**config.mk**
```make
export PLATFORM = sky130hd
export DESIGN_NAME = regbank_writeback
export DESIGN_NICKNAME = d
export VERILOG_FILES = /design/src/rtl/mips_regbank_pkg.sv /design/src/rtl/regbank_scoreboard.sv /design/src/rtl/regbank_writeback.sv
export SDC_FILE = /design/constraint.sdc
export NUM_CORES = 2
export LEC_CHECK = 0
export CAP_MARGIN = 10
export CORE_ASPECT_RATIO = 0.8
export CORE_MARGIN = 3
export CORE_UTILIZATION = 30
export DETAILED_ROUTE_END_ITERATION = 8
export PLACE_DENSITY = 0.54
export SYNTH_ARGS = -nofsm -noshare
export SYNTH_HDL_FRONTEND = slang
export SYNTH_SLANG_ARGS = --single-unit
```
**constraint.sdc**
```tcl
create_clock -name clk -period 3.7 [get_ports clk]
set_input_delay 0.925 -clock clk [delete_from_list [all_inputs] [get_ports clk]]
set_output_delay 0.925 -clock clk [all_outputs]
set_load 0.005 [all_outputs]
```
**src/rtl/mips_regbank_pkg.sv**
```systemverilog
// Shared widths and types for the MIPS register bank slice.
// Build option: REGBANK_RESET_CLEAR_EN (reset also clears the data array).
package mips_regbank_pkg;

    localparam int unsigned DATA_W   = 32;
    localparam int unsigned ADDR_W   = 5;
    localparam int unsigned CNT_W    = 2;
    localparam int unsigned NUM_REGS = 32;

    typedef logic [ADDR_W-1:0] reg_addr_t;
    typedef logic [DATA_W-1:0] reg_data_t;
    typedef logic [CNT_W-1:0]  cnt_t;

    localparam reg_addr_t REG_ZERO = '0;

endpackage

```
**src/rtl/regbank_scoreboard.sv**
```systemverilog
// Per-register pending-write counters, sticky saturation errors and the
// decode stall derived from outstanding writes on either source register.
module regbank_scoreboard
    import mips_regbank_pkg::*;
(
    input  logic      clk,
    input  logic      reset_n,
    input  reg_addr_t rs_addr,
    input  reg_addr_t rt_addr,
    input  logic      reserve_valid,
    input  reg_addr_t reserve_addr,
    input  logic      wb_valid,
    input  reg_addr_t wb_addr,
    output logic      stall,
    output logic      err_overflow,
    output logic      err_underflow
);

    localparam cnt_t CNT_MAX = '1;

    cnt_t                pend      [NUM_REGS];
    cnt_t                pend_next [NUM_REGS];
    logic [NUM_REGS-1:0] inc_v;
    logic [NUM_REGS-1:0] dec_v;
    logic                ovf_hit;
    logic                unf_hit;
    logic                rs_hz;
    logic                rt_hz;

    // Register 0 never gets an inc/dec, so its counter stays at its reset value of 0.
    always_comb begin
        inc_v = '0;
        dec_v = '0;
        if (reserve_valid && reserve_addr != REG_ZERO) inc_v[reserve_addr] = 1'b1;
        if (wb_valid && wb_addr != REG_ZERO)           dec_v[wb_addr]      = 1'b1;
    end

    always_comb begin
        ovf_hit = 1'b0;
        unf_hit = 1'b0;
        for (int unsigned i = 0; i < NUM_REGS; i++) begin
            pend_next[i] = pend[i];
            if (inc_v[i] && !dec_v[i]) begin
                if (pend[i] == CNT_MAX) ovf_hit = 1'b1;
                else                    pend_next[i] = pend[i] + cnt_t'(1);
            end else if (dec_v[i] && !inc_v[i]) begin
                if (pend[i] == '0) unf_hit = 1'b1;
                else               pend_next[i] = pend[i] - cnt_t'(1);
            end
        end
    end

    always_ff @(posedge clk) begin
        if (!reset_n) begin
            for (int unsigned i = 0; i < NUM_REGS; i++) pend[i] <= '0;
            err_overflow  <= 1'b0;
            err_underflow <= 1'b0;
        end else begin
            pend <= pend_next;
            if (ovf_hit) err_overflow  <= 1'b1;
            if (unf_hit) err_underflow <= 1'b1;
        end
    end

    // A last outstanding write landing this cycle is served by the read bypass.
    function automatic logic hazard(input reg_addr_t a, input cnt_t cnt, input logic wb_hit);
        return (a != REG_ZERO) && (cnt != '0) && !(wb_hit && cnt == cnt_t'(1));
    endfunction

    assign rs_hz = hazard(rs_addr, pend[rs_addr], wb_valid && wb_addr == rs_addr);
    assign rt_hz = hazard(rt_addr, pend[rt_addr], wb_valid && wb_addr == rt_addr);
    assign stall = rs_hz | rt_hz;

endmodule

```
**src/rtl/regbank_writeback.sv**
```systemverilog
// MIPS register bank: 32-entry data array, two bypassed read ports, pending-write scoreboard.
// Build option: REGBANK_RESET_CLEAR_EN makes reset also clear the data array.
module regbank_writeback
    import mips_regbank_pkg::*;
(
    input  logic      clk,
    input  logic      reset_n,
    input  reg_addr_t rs_addr,
    input  reg_addr_t rt_addr,
    output reg_data_t rs_data,
    output reg_data_t rt_data,
    input  logic      reserve_valid,
    input  reg_addr_t reserve_addr,
    input  logic      wb_valid,
    input  reg_addr_t wb_addr,
    input  reg_data_t wb_data,
    output logic      stall,
    output logic      err_overflow,
    output logic      err_underflow
);

    reg_data_t regs [NUM_REGS];
    logic      wr_en;

    assign wr_en = wb_valid && (wb_addr != REG_ZERO);

`ifdef REGBANK_RESET_CLEAR_EN
    always_ff @(posedge clk) begin
        if (!reset_n) begin
            for (int unsigned i = 0; i < NUM_REGS; i++) regs[i] <= '0;
        end else if (wr_en) begin
            regs[wb_addr] <= wb_data;
        end
    end
`else
    // Data array is not reset; writes are merely blocked while reset is held.
    always_ff @(posedge clk) begin
        if (reset_n && wr_en) regs[wb_addr] <= wb_data;
    end
`endif

    always_comb begin
        rs_data = regs[rs_addr];
        if (rs_addr == REG_ZERO)                   rs_data = '0;
        else if (wb_valid && wb_addr == rs_addr)   rs_data = wb_data;
    end

    always_comb begin
        rt_data = regs[rt_addr];
        if (rt_addr == REG_ZERO)                   rt_data = '0;
        else if (wb_valid && wb_addr == rt_addr)   rt_data = wb_data;
    end

    regbank_scoreboard u_scoreboard (
        .clk           (clk),
        .reset_n       (reset_n),
        .rs_addr       (rs_addr),
        .rt_addr       (rt_addr),
        .reserve_valid (reserve_valid),
        .reserve_addr  (reserve_addr),
        .wb_valid      (wb_valid),
        .wb_addr       (wb_addr),
        .stall         (stall),
        .err_overflow  (err_overflow),
        .err_underflow (err_underflow)
    );

endmodule

```
==> reports/results.md <==
## Run status
- outcome: finished with violations
- violated checks: negative setup slack

## Global route
- first-pass GRT wire length: 267,900 um
- antenna violations before repair: 5
- pin count of the biggest net entering global routing: 47
- global routing usage on met3: 0.04611
- busiest metal layer after global routing: met2
- number of global-route vias before repair: 34,370
- Total GRT Usage: 0.2054
- met1 Resource Use GR: 0.2897
- fraction of met2 tracks used by global routing: 0.3151
- grt total ovfl: 0

## Job
- number of maximum-capacitance violations: 0

## Die
- Die Span Y: 382.2 um
- Die ar.: 182,000 um^2
- Rows: 137
- core area: 175,000 um^2
- horizontal die dimension: 476.3 um
- starting density of the core: 0.3033
- IO Pins: 123

## Yosys
- count of flip-flops with a built-in enable after synthesis: 1,024
- Synth top area share: 0.5793
- Cell variety after synth: 57
- fraction of the yosys area taken by sequential cells: 0.6042
- Warnings, synthesis: 0
- dominant cells by area after synthesis: edfxtp_1, mux4_2, dfxtp_1
- post-synthesis cell area: 53,080 um^2
- Post-Synthesis Cells: 2,836
- Main synth FF type: edfxtp_1
- most used standard cell by instance count after synthesis: edfxtp_1
- async set-or-reset flop fraction in the synthesized netlist: 0
- Syn Area/Cell: 18.72 um^2
- top cells by count, synth: edfxtp_1, mux4_2, clkbuf_1, nand2_1, o21ai_0
- number of register bits inferred by synthesis: 1,090
- cell taking the most area after synthesis: edfxtp_1

## Worst setup path
- peak per-stage delay on the critical path: 520 ps
- arrival time reported for the critical path endpoint: 3230 ps
- critical path fanouts, max: 6
- worst setup path class: in -> out
- Worst path most repeated cell: buf_12
- Worst Setup End Kind: output pin
- highest-delay cell along the critical path: mux4_2
- critical path data required time: 2770 ps
- critical path launch point type: input pin
- cell chain of the critical path: buf_16 > buf_12 > buf_12 > buf_16 > buf_12 > mux4_2 > mux4_2 > a22oi_2 > buf_4 > o21ai_2 > buf_6

## Pwr
- pwr dens: 413.3 nW/um^2
- Static Leakage: 23.40 nW
- peak supply drop: 0.0003858 V
- total power: 29.33 mW

## Timing
- ratio of final minimum period to clock period: 1.124
- Final Critical Period: 4159 ps
- summed negative setup slack over all endpoints: -17,010 ps
- skew final: 31.52 ps
- Max Fclk: 240.4 MHz
- Final Worst Setup Slack: -459.1 ps
- Finish-stage setup viols: 65
- number of pins with negative max-slew slack in the final report: 0
- worst-margin pin slew: 819.4 ps
- unrepaired setup endpoints after global routing: yes
- number of hold-slack violations in the final timing report: 0
- relative slew slack: 0.4495

## Cells and area
- layout cells sized above 1: 0.5071
- fill count: 15,570
- P&R area growth vs syn: 33.70%
- number of nets in the layout: 3,702
- Non-Filler Cell Area, Final: 70,960 um^2
- post-layout util: 0.4055

## Route
- Via-to-Cell Ratio: 5.666
- Total Routed Length: 190,900 um
- wire length per cell: 31.27 um
- via total after detailed routing: 34,590
- router iterations before antenna repair: 5
- post-detailed-route DRC marker count: 0
- Post-DRT Antenna Nets: 0
- iteration-0 DRC count of the detailed router: 4,298

## Clock tree
- CTS sink count: 1,090
- number of buffers created by CTS: 116
- clock tree from TritonCTS: yes
- clock transition time at the flip-flop clock pins of the worst setup and hold paths: 70 ps
- htree depth: 3
- clock buffer depth: 3
- Root Buffer: clkbuf_16
- clock latency on the worst-skew pair: 750 ps

## Placed design
- placed inst area: 62,720 um^2
- count of port buffers added during placement: 122
- HPWL after DPL: 121,700 um
- global placement routability congestion: 0.9221

## Worst hold path
- path category of the worst min-delay check: reg -> reg

## flip-flops by register name (all words and copies together) (netlist names)
| name | count |
|---|---|
| regs | 1024 |
| u_scoreboard.err_overflow | 1 |
| u_scoreboard.err_underflow | 1 |
| u_scoreboard.pend | 64 |
## routing by layer
| metal | vias to the layer above | share of wire |
|---|---|---|
| met5 | - | 0.000068 |
| met2 | 1852 | 0.46 |
| met4 | 2 | 0.036 |
| li1 | 13890 | - |
| met1 | 18490 | 0.42 |
| met3 | 347 | 0.093 |
## what timing repair did
action / in CTS / in global routing
endpoints found under the setup margin: 65 / 65
buffers inserted: 157 / 80
gates resized for setup: 702 / 139
hold buffers: 0 / 0
pin swaps: 83 / 66
cloned: 28 / 6
## cell usage in the layout, fill, tap and decap left out, types with 47 or more instances in the layout
cell,netlist,routed
nor3_1,48,47
nor2_1,64,59
dfxtp_1,66,66
o21ai_0,88,70
clkbuf_16,0,126
buf_4,10,423
a21boi_0,51,51
mux2i_1,67,50
mux4_2,647,647
nand2_1,94,80
edfxtp_1,1024,1024
buf_6,2,100
buf_12,0,200
a22oi_2,0,49
## where the power goes
part | internal, mW | switching [mW]
clock network | 6.73 | 5.13
registers | 13.6 | 0.0582
logic | 2.01 | 1.82
## final timing paths
check | slack (ps) | startpoint | depth (start not counted) | to
worst min register to register | 490 | u_scoreboard.pend[63]$_SDFFE_PN0P_ | 1 | u_scoreboard.pend[63]$_SDFFE_PN0P_
worst max-delay path | -460 | rt_addr[0] | 11 | rt_data[29]
worst min-delay path | 490 | u_scoreboard.pend[63]$_SDFFE_PN0P_ | 1 | u_scoreboard.pend[63]$_SDFFE_PN0P_
worst max register to register | 1820 | u_scoreboard.pend[34]$_SDFFE_PN0P_ | 4 | u_scoreboard.err_overflow$_SDFFE_PN0P_
## worst max-delay path: cells and delay by family
kind            cells  cell delay (ps)
compound gates      2              290
mux                 2             1020
buf+inv             7              970
## stage by stage
step                hold WS (ps)  setup slack, ps  instances
floorplan                  443.1           -35.57       2867
detailed placement         474.1            -1385       5685
finish                     494.3           -459.1       6104
CTS                        492.5           -458.5       6058
global placement           464.6            -1417       5685
global route               505.2           -462.5       6104
## layout make-up
| class | count | area, um^2 | share of cell area |
|---|---|---|---|
| diodes | 2 | 5.005 | 0.00007053 |
| inverters | 30 | 112.6 | 0.001587 |
| flip-flops and latches | 1090 | 32070 | 0.4519 |
| clock buffers | 130 | 2998 | 0.04225 |
| repair buffers | 897 | 10770 | 0.1518 |
| clock inverters | 81 | 804.5 | 0.01134 |
| well taps | 2363 | 2957 | 0.04166 |
| multi-input cells | 1511 | 21240 | 0.2993 |
## logic make-up after synthesis
group | count (synthesis) | share of synthesized area
buf+inv | 266 | 0.02173
simple gates | 376 | 0.03784
mux | 721 | 0.2887
flops | 1090 | 0.6042
other cells | 1 | 0.00007065
compound gates | 372 | 0.04580
xor+xnor | 10 | 0.001650
No activity file was read; power rests on OpenSTA's default activity.
